$ cat src/rtl/vend_pkg.sv
// Shared types and constants for the coin-operated vending credit controller.
// FSM state encoding, decoded coin values and default price/ceiling settings.
package vend_pkg;

  typedef enum logic [1:0] {
    ST_IDLE    = 2'd0,
    ST_COLLECT = 2'd1,
    ST_VEND    = 2'd2,
    ST_REFUND  = 2'd3
  } state_t;

  localparam logic [3:0] COIN_NONE = 4'd0;
  localparam logic [3:0] COIN_1    = 4'd1;
  localparam logic [3:0] COIN_2    = 4'd2;
  localparam logic [3:0] COIN_5    = 4'd5;

  localparam int unsigned DEF_PRICE0     = 5;
  localparam int unsigned DEF_PRICE1     = 10;
  localparam int unsigned DEF_PRICE2     = 15;
  localparam int unsigned DEF_PRICE3     = 20;
  localparam int unsigned DEF_MAX_CREDIT = 50;

endpackage

$ cat src/rtl/price_lut.sv
// Item price lookup: maps the 2-bit select onto its configured price.
// Purely combinational, no latency and no flow control.
module price_lut
  import vend_pkg::*;
#(
  parameter int unsigned CREDIT_W = 8,
  parameter int unsigned PRICE0   = DEF_PRICE0,
  parameter int unsigned PRICE1   = DEF_PRICE1,
  parameter int unsigned PRICE2   = DEF_PRICE2,
  parameter int unsigned PRICE3   = DEF_PRICE3
) (
  input  logic [1:0]          sel,
  output logic [CREDIT_W-1:0] price
);

  always_comb begin
    price = CREDIT_W'(PRICE0);
    case (sel)
      2'd0:    price = CREDIT_W'(PRICE0);
      2'd1:    price = CREDIT_W'(PRICE1);
      2'd2:    price = CREDIT_W'(PRICE2);
      default: price = CREDIT_W'(PRICE3);
    endcase
  end

endmodule

$ cat src/rtl/credit_ctrl.sv
// Vending credit controller: accumulates coins, vends against credit, refunds the rest.
// All outputs registered, one cycle after the triggering input; no backpressure, refused events pulse a flag.
module credit_ctrl
  import vend_pkg::*;
#(
  parameter int unsigned CREDIT_W   = 8,
  parameter int unsigned MAX_CREDIT = DEF_MAX_CREDIT,
  parameter int unsigned PRICE0     = DEF_PRICE0,
  parameter int unsigned PRICE1     = DEF_PRICE1,
  parameter int unsigned PRICE2     = DEF_PRICE2,
  parameter int unsigned PRICE3     = DEF_PRICE3
) (
  input  logic                clk,
  input  logic                rst_n,
  input  logic [3:0]          coin_value,
  input  logic [1:0]          sel,
  input  logic                buy,
  input  logic                cancel,
  output logic [CREDIT_W-1:0] credit,
  output logic                dispense,
  output logic [1:0]          item,
  output logic [CREDIT_W-1:0] change,
  output logic                change_valid,
  output logic                coin_reject,
  output logic                insufficient
);

  localparam logic [CREDIT_W:0] MAX_SUM = (CREDIT_W+1)'(MAX_CREDIT);

  state_t              state, state_nxt;
  logic [CREDIT_W-1:0] credit_nxt, change_nxt, price;
  logic [1:0]          item_nxt;
  logic                dispense_nxt, change_valid_nxt, coin_reject_nxt, insufficient_nxt;
  logic                coin_evt;
  logic [CREDIT_W:0]   coin_sum;

  price_lut #(
    .CREDIT_W (CREDIT_W),
    .PRICE0   (PRICE0),
    .PRICE1   (PRICE1),
    .PRICE2   (PRICE2),
    .PRICE3   (PRICE3)
  ) u_price_lut (
    .sel   (sel),
    .price (price)
  );

  // One extra bit so the ceiling test can never be fooled by wrap-around.
  assign coin_evt = (coin_value != COIN_NONE);
  assign coin_sum = {1'b0, credit} + {{(CREDIT_W-3){1'b0}}, coin_value};

  always_comb begin
    state_nxt        = state;
    credit_nxt       = credit;
    item_nxt         = item;
    change_nxt       = change;
    dispense_nxt     = 1'b0;
    change_valid_nxt = 1'b0;
    coin_reject_nxt  = 1'b0;
    insufficient_nxt = 1'b0;
    case (state)
      ST_IDLE, ST_COLLECT: begin
        if (cancel && (state == ST_COLLECT)) begin
          state_nxt        = ST_REFUND;
          change_valid_nxt = 1'b1;
          change_nxt       = credit;
          coin_reject_nxt  = coin_evt;
        end else if (buy) begin
          // A refused buy still claims the cycle, so a same-cycle coin is bounced.
          coin_reject_nxt = coin_evt;
          if (credit >= price) begin
            state_nxt    = ST_VEND;
            dispense_nxt = 1'b1;
            item_nxt     = sel;
            credit_nxt   = credit - price;
          end else begin
            insufficient_nxt = 1'b1;
          end
        end else if (coin_evt) begin
          if (coin_sum <= MAX_SUM) begin
            credit_nxt = coin_sum[CREDIT_W-1:0];
            state_nxt  = ST_COLLECT;
          end else begin
            coin_reject_nxt = 1'b1;
          end
        end
      end
      ST_VEND: begin
        coin_reject_nxt = coin_evt;
        if (credit != '0) begin
          state_nxt        = ST_REFUND;
          change_valid_nxt = 1'b1;
          change_nxt       = credit;
        end else begin
          state_nxt = ST_IDLE;
        end
      end
      ST_REFUND: begin
        coin_reject_nxt = coin_evt;
        credit_nxt      = '0;
        change_nxt      = '0;
        state_nxt       = ST_IDLE;
      end
      default: state_nxt = ST_IDLE;
    endcase
  end

  always_ff @(posedge clk or negedge rst_n) begin
    if (!rst_n) begin
      state        <= ST_IDLE;
      credit       <= '0;
      item         <= '0;
      change       <= '0;
      dispense     <= 1'b0;
      change_valid <= 1'b0;
      coin_reject  <= 1'b0;
      insufficient <= 1'b0;
    end else begin
      state        <= state_nxt;
      credit       <= credit_nxt;
      item         <= item_nxt;
      change       <= change_nxt;
      dispense     <= dispense_nxt;
      change_valid <= change_valid_nxt;
      coin_reject  <= coin_reject_nxt;
      insufficient <= insufficient_nxt;
    end
  end

endmodule

$ cat config.mk
export PLATFORM = sky130hd
export DESIGN_NAME = credit_ctrl
export DESIGN_NICKNAME = d
export VERILOG_FILES = /design/src/rtl/vend_pkg.sv /design/src/rtl/price_lut.sv /design/src/rtl/credit_ctrl.sv
export SDC_FILE = /design/constraint.sdc
export NUM_CORES = 1
export LEC_CHECK = 0
export BUFFER_PORTS_ARGS = -buffer_cell sky130_fd_sc_hd__buf_2
export CAP_MARGIN = 10
export CELL_PAD_IN_SITES_DETAIL_PLACEMENT = 1
export CELL_PAD_IN_SITES_GLOBAL_PLACEMENT = 1
export CORE_UTILIZATION = 44
export DETAILED_ROUTE_END_ITERATION = 8
export GPL_ROUTABILITY_DRIVEN = 0
export GPL_TIMING_DRIVEN = 0
export PLACE_DENSITY = 0.81
export SYNTH_ARGS = -nofsm -noshare
export SYNTH_HDL_FRONTEND = slang
export SYNTH_SLANG_ARGS = --single-unit
$ cat constraint.sdc
create_clock -name clk -period 4.1 [get_ports clk]
set_input_delay 0.82 -clock clk [delete_from_list [all_inputs] [get_ports clk]]
set_output_delay 0.82 -clock clk [all_outputs]
set_load 0.05 [all_outputs]
==> results of run 1 <==
layout make-up:
cell class | count | area, µm² | area share
repair buffers | 31 | 155.1 | 0.07863
multi-input cells | 150 | 1001 | 0.5073
clock inverters | 1 | 30.03 | 0.01522
flip-flops and latches | 24 | 600.6 | 0.3044
clock buffers | 3 | 41.29 | 0.02093
well taps | 48 | 60.06 | 0.03044
inverters | 15 | 56.30 | 0.02854
plain buffers | 7 | 28.78 | 0.01458
registers in the layout, summed over array words and instances, names as in the netlist:
name and count:
item 2, insufficient 1, change_valid 1, state 2, dispense 1, change 8, coin_reject 1, credit 8
per-layer routing:
metal / vias up / part of all wire / wire length, µm / track usage
met1: 811 / 0.43 / 2123 / 0.2999
met5: - / 0 / 0 / 0
met4: 0 / 0.013 / 66 / 0.08239
met3: 9 / 0.035 / 170 / 0.03571
met2: 31 / 0.52 / 2565 / 0.4721
li1: 768 / - / - / -
through the flow:
stage	setup WS, ps	hold WS (ps)	std cells	instance area, µm²
after floorplan	1081	524.4	196	1687
after global placement	634.9	457.4	275	1902
after detailed placement	559.3	468.4	275	1902
after CTS	794.1	488.5	279	1973
after global routing	587.3	518.6	279	1973
final	763.0	481.0	279	1973
cells by family after synthesis:
logic type,after synthesis,share of synthesized area
buf+inv,22,0.05044
compound gates,57,0.2292
flops,24,0.3561
xor+xnor,4,0.02078
simple gates,70,0.1996
mux,4,0.02374
fa+ha+maj,15,0.1202
power by group:
part	switching (mW)	internal (mW)
combinational	0.832	0.361
sequential	0.110	0.335
clock	0.0841	0.131
total	1.03	0.827
path summary, 6_finish.rpt:
check / start / endpoint / slack (ps) / cells past startpoint
max in group asynchronous: rst_n / credit[3] / 3190 / 1
min: item[0] / item[0] / 480 / 2
min in group asynchronous: rst_n / state[0] / 530 / 1
min reg2reg: item[0] / item[0] / 480 / 2
max: sel[0] / credit[3] / 760 / 15
max reg2reg: credit[0] / credit[3] / 1190 / 11
placed cells by master, fill, tap and decap left out, types with 2 or more instances in the layout:
master,instances
nand2b_1,3
nand2_1,20
o31ai_1,6
nor2b_1,5
a22o_1,6
a21o_1,2
nand4_1,3
ha_1,13
mux2i_1,4
inv_1,15
a211o_1,3
o21ai_1,4
o21ai_0,11
a21oi_1,11
nor4_1,2
xor2_1,2
nor2_1,18
xnor2_1,2
clkbuf_1,4
or2_1,2
and2_1,3
nand3_1,6
dfrtp_1,24
clkbuf_8,3
a31oi_1,3
buf_2,33
nor3_1,4
fa_1,2
critical path, delay by kind of cell:
family | cells | cell delay (ps)
buf+inv | 3 | 490
compound gates | 4 | 1050
simple gates | 5 | 590
fa+ha+maj | 3 | 570
==> results.sh, run 1 <==
export IMPL_leakagePower_nw=0.9709
export IMPL_synth_most_common_cell="dfrtp_1"
export IMPL_max_slew_margin=0.6182
export IMPL_coreArea_mm2=0.003661
export IMPL_synth_cell_types=43
export IMPL_drt_antenna_violating_nets=0
export IMPL_final_layout_size_suffix_gt1_frac=0.1818
export IMPL_clock_latency_ps=270
export IMPL_htreeDepth=1
export IMPL_cpPeakStageDelay_ps=430
export IMPL_synth_area_top_cells="dfrtp_1 36%, ha_1 9.6%, nand2_1 4.5%, nor2_1 4.0%, inv_1 3.3%"
export IMPL_crit_path_start_kind="primary input"
export IMPL_synth_common_cells="24 x dfrtp_1, 20 x nand2_1, 18 x nor2_1"
export IMPL_dr_pass1_iters=4
export IMPL_power_mw=1.853
export IMPL_cts_sinks=24
export IMPL_fmax_mhz=299.7
export IMPL_post_cts_buffers=0
export IMPL_critPathMaxFanout=10
export IMPL_die_h_um=63.92
export IMPL_drcViolationCount=0
export IMPL_async_flop_share=1.000
export IMPL_area_growth_pct=16.99
export IMPL_fp_row_count=22
export IMPL_wl_per_cell_um=17.66
export IMPL_ys_seq_area_frac=0.3561
export IMPL_setup_viol=0
export IMPL_netlist_instances=196
export IMPL_yosys_area_top_type="dfrtp_1"
export IMPL_cp_end_kind="register"
export IMPL_slew_viol_final=0
export IMPL_clkTransAtPathRegs_ps=90
export IMPL_critical_path_cell_chain="buf_2, inv_1, ha_1, nor2_1, nor2_1, ha_1, fa_1, nor2b_1, o31ai_1, nand4_1, a21o_1, o21ai_2, buf_2, nand2_1, o31ai_1"
export IMPL_antenna_found_initial=0
export IMPL_ys_warn_count=0
export IMPL_crit_arrival_ps=3520
export IMPL_synth_edff_count=0
export IMPL_initial_core_util=0.4607
export IMPL_cts_resized=0
export IMPL_vias=1619
export IMPL_yosys_register_bits=24
export IMPL_finalHoldViolCount=0
export IMPL_cp_slowest_cell="o31ai_1"
export IMPL_synth_area_per_cell_um2=8.605
export IMPL_min_period_ps=3337
export IMPL_fill_cells=454
export IMPL_n_antenna_cell=0
export IMPL_nNetsFinal=257
export IMPL_drt_iter0_markers=72
export IMPL_ios=32
export IMPL_fin_setup_tns_ps=0
export IMPL_grtUsageTotal=0.2554
export IMPL_ir_drop_mv=0.3874
export IMPL_die_area_mm2=0.004085
export IMPL_wl_um=4926
export IMPL_grt_max_degree=25
export IMPL_crit_required_ps=4290
export IMPL_vias_per_cell=5.803
export IMPL_clockBufferDepth=2
export IMPL_synth_flop_cell="dfrtp_1"
export IMPL_yosysTopAreaCellShare=0.3561
export IMPL_numPortBuffers=31
export IMPL_grt_remaining_overflow=0
export IMPL_timing_final_crit_share=0.8139
export IMPL_cts_buffers=3
export IMPL_hold_class="register to register"
export IMPL_cts_tree="built"
export IMPL_fp_dieW_um=63.92
export IMPL_rsz0062_at_grt="false"
export IMPL_utilization=0.5390
export IMPL_ctsHoldBuffers=0
export IMPL_hpwlAfterDp_um=3769
export IMPL_path_class="primary input to register"
export IMPL_root_buffer="clkbuf_8"
export IMPL_grt_pass1_wl_um=8017
export IMPL_first_global_vias=1668
export IMPL_syn_nets=221
export IMPL_skew_ps=3.278
export IMPL_power_density_mw_per_mm2=939.0
export IMPL_maxCapViolCount=0
export IMPL_status="completed"
export IMPL_tightestPinTransition_ps=572.6
export IMPL_syn_area_mm2=0.001687
(Power assumes the default switching activity.)
==> run 2, diff against run 1 <==
--- a/config.mk
+++ b/config.mk
@@ -5,15 +5,16 @@
 export SDC_FILE = /design/constraint.sdc
 export NUM_CORES = 1
 export LEC_CHECK = 0
+export ABC_AREA = 1
 export BUFFER_PORTS_ARGS = -buffer_cell sky130_fd_sc_hd__buf_2
 export CAP_MARGIN = 10
 export CELL_PAD_IN_SITES_DETAIL_PLACEMENT = 1
 export CELL_PAD_IN_SITES_GLOBAL_PLACEMENT = 1
-export CORE_UTILIZATION = 44
+export CORE_UTILIZATION = 36
 export DETAILED_ROUTE_END_ITERATION = 8
 export GPL_ROUTABILITY_DRIVEN = 0
 export GPL_TIMING_DRIVEN = 0
-export PLACE_DENSITY = 0.81
+export PLACE_DENSITY = 0.72
 export SYNTH_ARGS = -nofsm -noshare
 export SYNTH_HDL_FRONTEND = slang
 export SYNTH_SLANG_ARGS = --single-unit
==> constraint.sdc (replaced) <==
create_clock -name clk -period 3 [get_ports clk]
set_input_delay 0.6 -clock clk [delete_from_list [all_inputs] [get_ports clk]]
set_output_delay 0.6 -clock clk [all_outputs]
set_load 0.05 [all_outputs]
==> run 2 against run 1 <==
Compared with the run above: cell count increased by 30%; non-clock buffer count fell by 4; largest cell class unchanged; hold slack got worse by 180 ps; combinational power increased by 61%.
==> results.sh, run 2 <==
export IMPL_status="completed"
export IMPL_power_density_mw_per_mm2=1291
export IMPL_ctsHoldBuffers=0
export IMPL_final_common_cell="nand2_1"
export IMPL_setup_viol=0
export IMPL_synth_area_mux_share=0
export IMPL_synth_area_top_cells="dfrtp_1 32%, nand2_1 15%, ha_1 8.7%, inv_1 6.2%, nor2_1 5.8%"
export IMPL_postPlaceCellArea_mm2=0.002102
export IMPL_crit_required_ps=3170
export IMPL_ir_drop_mv=0.4122
export IMPL_fmax_mhz=378.6
export IMPL_cp_end_kind="register"
export IMPL_tightestPinTransition_ps=822.5
export IMPL_post_cts_buffers=0
export IMPL_synth_xor_area_frac=0.01875
export IMPL_slew_viol_final=0
export IMPL_synth_adder_area_share=0.1085
export IMPL_crit_path_start_kind="primary input"
export IMPL_clock_latency_ps=280
export IMPL_r2r_slack_ps=550
export IMPL_critical_path_cell_chain="buf_2, inv_1, ha_1, nor2_1, nor2_1, ha_1, fa_1, o21ai_1, nand2_1, nand3_1, a21oi_1, nand2_4, nand3_4, nand2_1, nand2_1"
export IMPL_hold_class="primary input to asynchronous set/reset pin"
export IMPL_dr_pass1_iters=4
export IMPL_yosysTopAreaCellShare=0.3215
export IMPL_first_global_vias=1900
export IMPL_htreeDepth=1
export IMPL_cts_buffers=3
export IMPL_cp_slowest_cell="fa_1"
export IMPL_timing_rr_end="credit[4]"
export IMPL_wl_um=5489
export IMPL_fp_dieW_um=74.04
export IMPL_wl_per_cell_um=15.16
export IMPL_grt_pass1_wl_um=9508
export IMPL_synthSimpleGateAreaFrac=0.3691
export IMPL_area_growth_pct=16.34
export IMPL_vias_per_cell=5.047
export IMPL_finalHoldViolCount=0
export IMPL_die_area_mm2=0.005481
export IMPL_skew_ps=14.60
export IMPL_vias=1827
export IMPL_initial_core_util=0.3853
export IMPL_ios=32
export IMPL_fill_cells=634
export IMPL_critPathMaxFanout=10
export IMPL_drt_iter0_markers=77
export IMPL_nNetsFinal=321
export IMPL_drcViolationCount=0
export IMPL_synth_common_cells="73 x nand2_1, 31 x inv_1, 29 x nor2_1"
export IMPL_timing_rr_start="credit[0]"
export IMPL_clkTransAtPathRegs_ps=100
export IMPL_grt_max_degree=25
export IMPL_finalInstanceArea_mm2=0.002173
export IMPL_die_h_um=74.04
export IMPL_top_regs="change (8), credit (8)"
export IMPL_synth_edff_count=0
export IMPL_cp_common_cell="nand2_1"
export IMPL_layout_common_cells="73 x nand2_1, 31 x inv_1, 30 x buf_2, 29 x nor2_1, 24 x dfrtp_1"
export IMPL_synth_flop_cell="dfrtp_1"
export IMPL_hpwlAfterDp_um=4332
export IMPL_cts_sinks=24
export IMPL_rsz0062_at_grt="false"
export IMPL_final_layout_size_suffix_gt1_frac=0.1763
export IMPL_cts_resized=0
export IMPL_grt_remaining_overflow=0
export IMPL_synth_top_family_by_area="simple AND/OR/NAND/NOR gates"
export IMPL_cp_startpoint="sel[0]"
export IMPL_maxCapViolCount=0
export IMPL_root_buffer="clkbuf_8"
export IMPL_max_slew_margin=0.4466
export IMPL_ys_warn_count=0
export IMPL_yosys_register_bits=24
export IMPL_fin_setup_tns_ps=0
export IMPL_numPortBuffers=30
export IMPL_coreArea_mm2=0.004848
export IMPL_syn_nets=286
export IMPL_synth_cell_types=32
export IMPL_n_antenna_cell=0
export IMPL_hold_ws_ps=304.0
export IMPL_synth_most_common_cell="nand2_1"
export IMPL_timing_final_crit_share=0.8804
export IMPL_synth_area_per_cell_um2=7.157
export IMPL_clockBufferDepth=2
export IMPL_reg2regPathDepth=13
export IMPL_ys_seq_area_frac=0.3215
export IMPL_drt_antenna_violating_nets=0
export IMPL_leakagePower_nw=1.213
export IMPL_path_class="primary input to register"
export IMPL_crit_arrival_ps=2810
export IMPL_min_period_ps=2641
export IMPL_netlist_instances=261
export IMPL_antenna_found_initial=0
export IMPL_async_flop_share=1.000
export IMPL_fp_row_count=25
export IMPL_syn_area_mm2=0.001868
export IMPL_synth_compound_area_frac=0.09779
export IMPL_utilization=0.4483
export IMPL_yosys_area_top_type="dfrtp_1"
export IMPL_cts_tree="built"
export IMPL_cpPeakStageDelay_ps=420
export IMPL_grtUsageTotal=0.2265
[run 2: cell count changes after synthesis, moves of 5 or more]
cell     change
nand4_1      +9
nand3_1     +12
nor2b_1      -5
inv_1       +16
nand2_1     +53
nor2_1      +11
[run 2: per-layer routing]
layer / GRT usage / routed length (µm)
met1: 0.3202 / 2691
met2: 0.3808 / 2695
met3: 0.03252 / 102
met4: 0.01923 / 0
met5: 0 / 0
[run 2: stage by stage]
stage	cells	setup slack, ps	total power, mW
after floorplan	261	471.4	2.041
after global placement	358	55.00	2.489
after detailed placement	358	21.90	2.522
after CTS	362	308.2	2.830
after global routing	362	63.98	3.081
final	362	358.8	2.806
[run 2: logic make-up after synthesis]
logic type                 Yosys count
and+or+nand+nor                    150
xor gates and xnor gates             4
adders and majority gates           15
DFF                                 24
AOI/OAI and AO/OA                   31
buffers and inverters               37
[run 2: how the worst max path moves through the flow]
stage / slack, ps / endpoint / cells after the start
after CTS: 310 / credit[3] / 15
after floorplan: 470 / credit[6] / 14
after detailed placement: 20 / credit[4] / 15
after global placement: 60 / credit[4] / 15
after global routing: 60 / credit[4] / 15
final: 360 / credit[4] / 15
[run 2: critical path: cells and delay by family]
family / cells / cell delay [ps]
simple gates: 8 / 900
buf+inv: 2 / 170
fa+ha+maj: 3 / 830
compound gates: 2 / 300
[run 2: area by class of cell]
class,count,area (µm²),area share
Sequential cell,24,600.6,0.2763
Timing Repair Buffer,30,150.1,0.06908
Multi-Input combinational cell,200,1110,0.5106
Tap cell,67,83.83,0.03857
Clock inverter,1,30.03,0.01382
Clock buffer,3,41.29,0.01900
Buffer,4,33.78,0.01554
Inverter,33,123.9,0.05700
[run 2: power breakdown]
group	total, mW	internal [mW]	switching, mW
combinational	1.91	0.553	1.35
sequential	0.607	0.467	0.139
clock	0.294	0.179	0.115
==> run 3, diff against run 2 <==
--- a/config.mk
+++ b/config.mk
@@ -10,11 +10,13 @@
 export CAP_MARGIN = 10
 export CELL_PAD_IN_SITES_DETAIL_PLACEMENT = 1
 export CELL_PAD_IN_SITES_GLOBAL_PLACEMENT = 1
-export CORE_UTILIZATION = 36
+export CORE_MARGIN = 4
+export CORE_UTILIZATION = 43
+export CTS_BUF_LIST = sky130_fd_sc_hd__clkbuf_16
 export DETAILED_ROUTE_END_ITERATION = 8
 export GPL_ROUTABILITY_DRIVEN = 0
 export GPL_TIMING_DRIVEN = 0
-export PLACE_DENSITY = 0.72
+export PLACE_DENSITY = 0.81
 export SYNTH_ARGS = -nofsm -noshare
 export SYNTH_HDL_FRONTEND = slang
 export SYNTH_SLANG_ARGS = --single-unit
==> constraint.sdc (replaced) <==
create_clock -name clk -period 3.1 [get_ports clk]
set_input_delay 0.62 -clock clk [delete_from_list [all_inputs] [get_ports clk]]
set_output_delay 0.62 -clock clk [all_outputs]
set_load 0.05 [all_outputs]
==> run 3 against run 2 <==
Compared with the run above: non-clock buffer count stayed put; power is 2.6% lower; critical endpoint unchanged; register-to-register slack gained 40 ps; utilization grew 8.0 points; cell count shrank 4.7%; clock skew is 9.5 ps lower.
==> results.sh, run 3 (synthesized netlist as in run 2, its figures left out) <==
export IMPL_cpPeakStageDelay_ps=420
export IMPL_drcViolationCount=0
export IMPL_top_layer="met4"
export IMPL_power_mw=2.735
export IMPL_hpwlAfterDp_um=4456
export IMPL_vias_per_cell=5.325
export IMPL_final_common_cell="nand2_1"
export IMPL_clockBufferDepth=2
export IMPL_cts_tree="built"
export IMPL_ios=32
export IMPL_cts_sinks=24
export IMPL_maxCapViolCount=0
export IMPL_fin_setup_tns_ps=0
export IMPL_grtUsageTotal=0.2172
export IMPL_ctsHoldBuffers=0
export IMPL_cp_startpoint="sel[0]"
export IMPL_post_cts_buffers=0
export IMPL_tightestPinTransition_ps=738.3
export IMPL_path_depth=15
export IMPL_grt_pass1_wl_um=9114
export IMPL_nNetsFinal=321
export IMPL_cp_end_kind="register"
export IMPL_instances_no_fill=345
export IMPL_postPlaceCellArea_mm2=0.002081
export IMPL_wl_met3_um=183
export IMPL_routed_wl_met2_um=2756
export IMPL_timing_final_crit_share=0.9043
export IMPL_wl_per_cell_um=16.18
export IMPL_vias=1837
export IMPL_fmax_mhz=356.7
export IMPL_reg2regPathDepth=11
export IMPL_grt_max_degree=25
export IMPL_crit_arrival_ps=2950
export IMPL_critPathMaxFanout=10
export IMPL_leakagePower_nw=1.216
export IMPL_cp_slowest_cell="fa_1"
export IMPL_multi_input_comb_area_mm2=0.001110
export IMPL_critical_path_cell_chain="buf_2, inv_1, ha_1, nor2_1, nor2_1, ha_1, fa_1, o21ai_0, nand2_1, nand3_1, a21oi_1, nand2_4, nand3_4, nand2_1, nand2_1"
export IMPL_dp_cells=341
export IMPL_timing_rr_start="credit[0]"
export IMPL_ir_drop_mv=0.5431
export IMPL_cp_top_family="simple AND/OR/NAND/NOR gates"
export IMPL_coreArea_mm2=0.004086
export IMPL_n_antenna_cell=0
export IMPL_layout_common_cells="73 x nand2_1, 31 x inv_1, 30 x buf_2, 29 x nor2_1, 24 x dfrtp_1"
export IMPL_htreeDepth=1
export IMPL_crit_path_start_kind="primary input"
export IMPL_drt_antenna_violating_nets=0
export IMPL_area_growth_pct=15.61
export IMPL_hold_ws_ps=343.5
export IMPL_rsz0062_at_grt="false"
export IMPL_grt_remaining_overflow=0
export IMPL_power_density_mw_per_mm2=1266
export IMPL_setup_viol=0
export IMPL_final_layout_size_suffix_gt1_frac=0.1729
export IMPL_crit_required_ps=3240
export IMPL_numPortBuffers=30
export IMPL_root_buffer="clkbuf_16"
export IMPL_wl_um=5583
export IMPL_first_global_vias=1877
export IMPL_path_class="primary input to register"
export IMPL_cts_resized=0
export IMPL_finalInstanceArea_mm2=0.002160
export IMPL_slew_viol_final=0
export IMPL_fill_cells=561
export IMPL_fp_row_count=23
export IMPL_antenna_found_initial=0
export IMPL_die_area_mm2=0.005463
export IMPL_cp_common_cell="nand2_1"
export IMPL_finalHoldViolCount=0
export IMPL_min_period_ps=2803
export IMPL_drt_iter0_markers=87
export IMPL_clock_latency_ps=260
export IMPL_hold_class="primary input to asynchronous set/reset pin"
export IMPL_die_h_um=73.91
export IMPL_clkTransAtPathRegs_ps=70
export IMPL_skew_ps=5.078
export IMPL_status="completed"
export IMPL_cts_buffers=3
export IMPL_top_regs="change (8), credit (8)"
export IMPL_max_slew_margin=0.5033
export IMPL_dr_pass1_iters=4
export IMPL_wl_met1_um=2608
export IMPL_fp_dieW_um=73.91
export IMPL_regArea_um2=600.6
export IMPL_initial_core_util=0.4571
export IMPL_path_buf_inv=2
==> run 3: report_power, final <==
part / total [mW] / switching, mW / leakage (nW) / internal, mW
logic: 1.86 / 1.32 / 0.876 / 0.535
clock network: 0.288 / 0.115 / 0.0385 / 0.173
registers: 0.588 / 0.135 / 0.301 / 0.453
==> run 3: per-layer routing <==
metal,track usage,up-vias
met5,0,-
met4,0.04024,0
met3,0.02873,4
met2,0.3642,32
met1,0.3011,880
li1,-,921
==> run 3: stage by stage <==
step	utilization	setup slack, ps
after floorplan	-	551.4
after global placement	0.5092	112.4
after detailed placement	0.5092	67.61
after CTS	0.5285	330.6
after global routing	0.5285	95.13
final	0.5285	296.6
==> run 3: cell type report <==
type	count	share of cell area
multi-input cells	200	0.5139
flip-flops and latches	24	0.2781
repair buffers	30	0.06952
inverters	33	0.05736
clock buffers	3	0.03476
well taps	50	0.02897
plain buffers	4	0.01564
clock inverters	1	0.001738
==> run 3: worst reg2reg max path: cells and delay by family (launching register included) <==
| kind | cells | cell delay (ps) |
|---|---|---|
| AND/OR/NAND/NOR | 6 | 800 |
| AO/OA/AOI/OAI | 2 | 370 |
| buffers and inverters | 1 | 90 |
| adder cells (fa/ha/maj) | 2 | 670 |
| flip-flops | 1 | 460 |
==> run 3: final timing paths <==
kind	to	slack (ps)
setup / recovery	credit[4]	300
hold / removal	coin_reject	340
setup reg to reg	credit[4]	590
hold reg to reg	change[1]	480
max in group asynchronous	change[0]	2380
min in group clk	change[1]	480
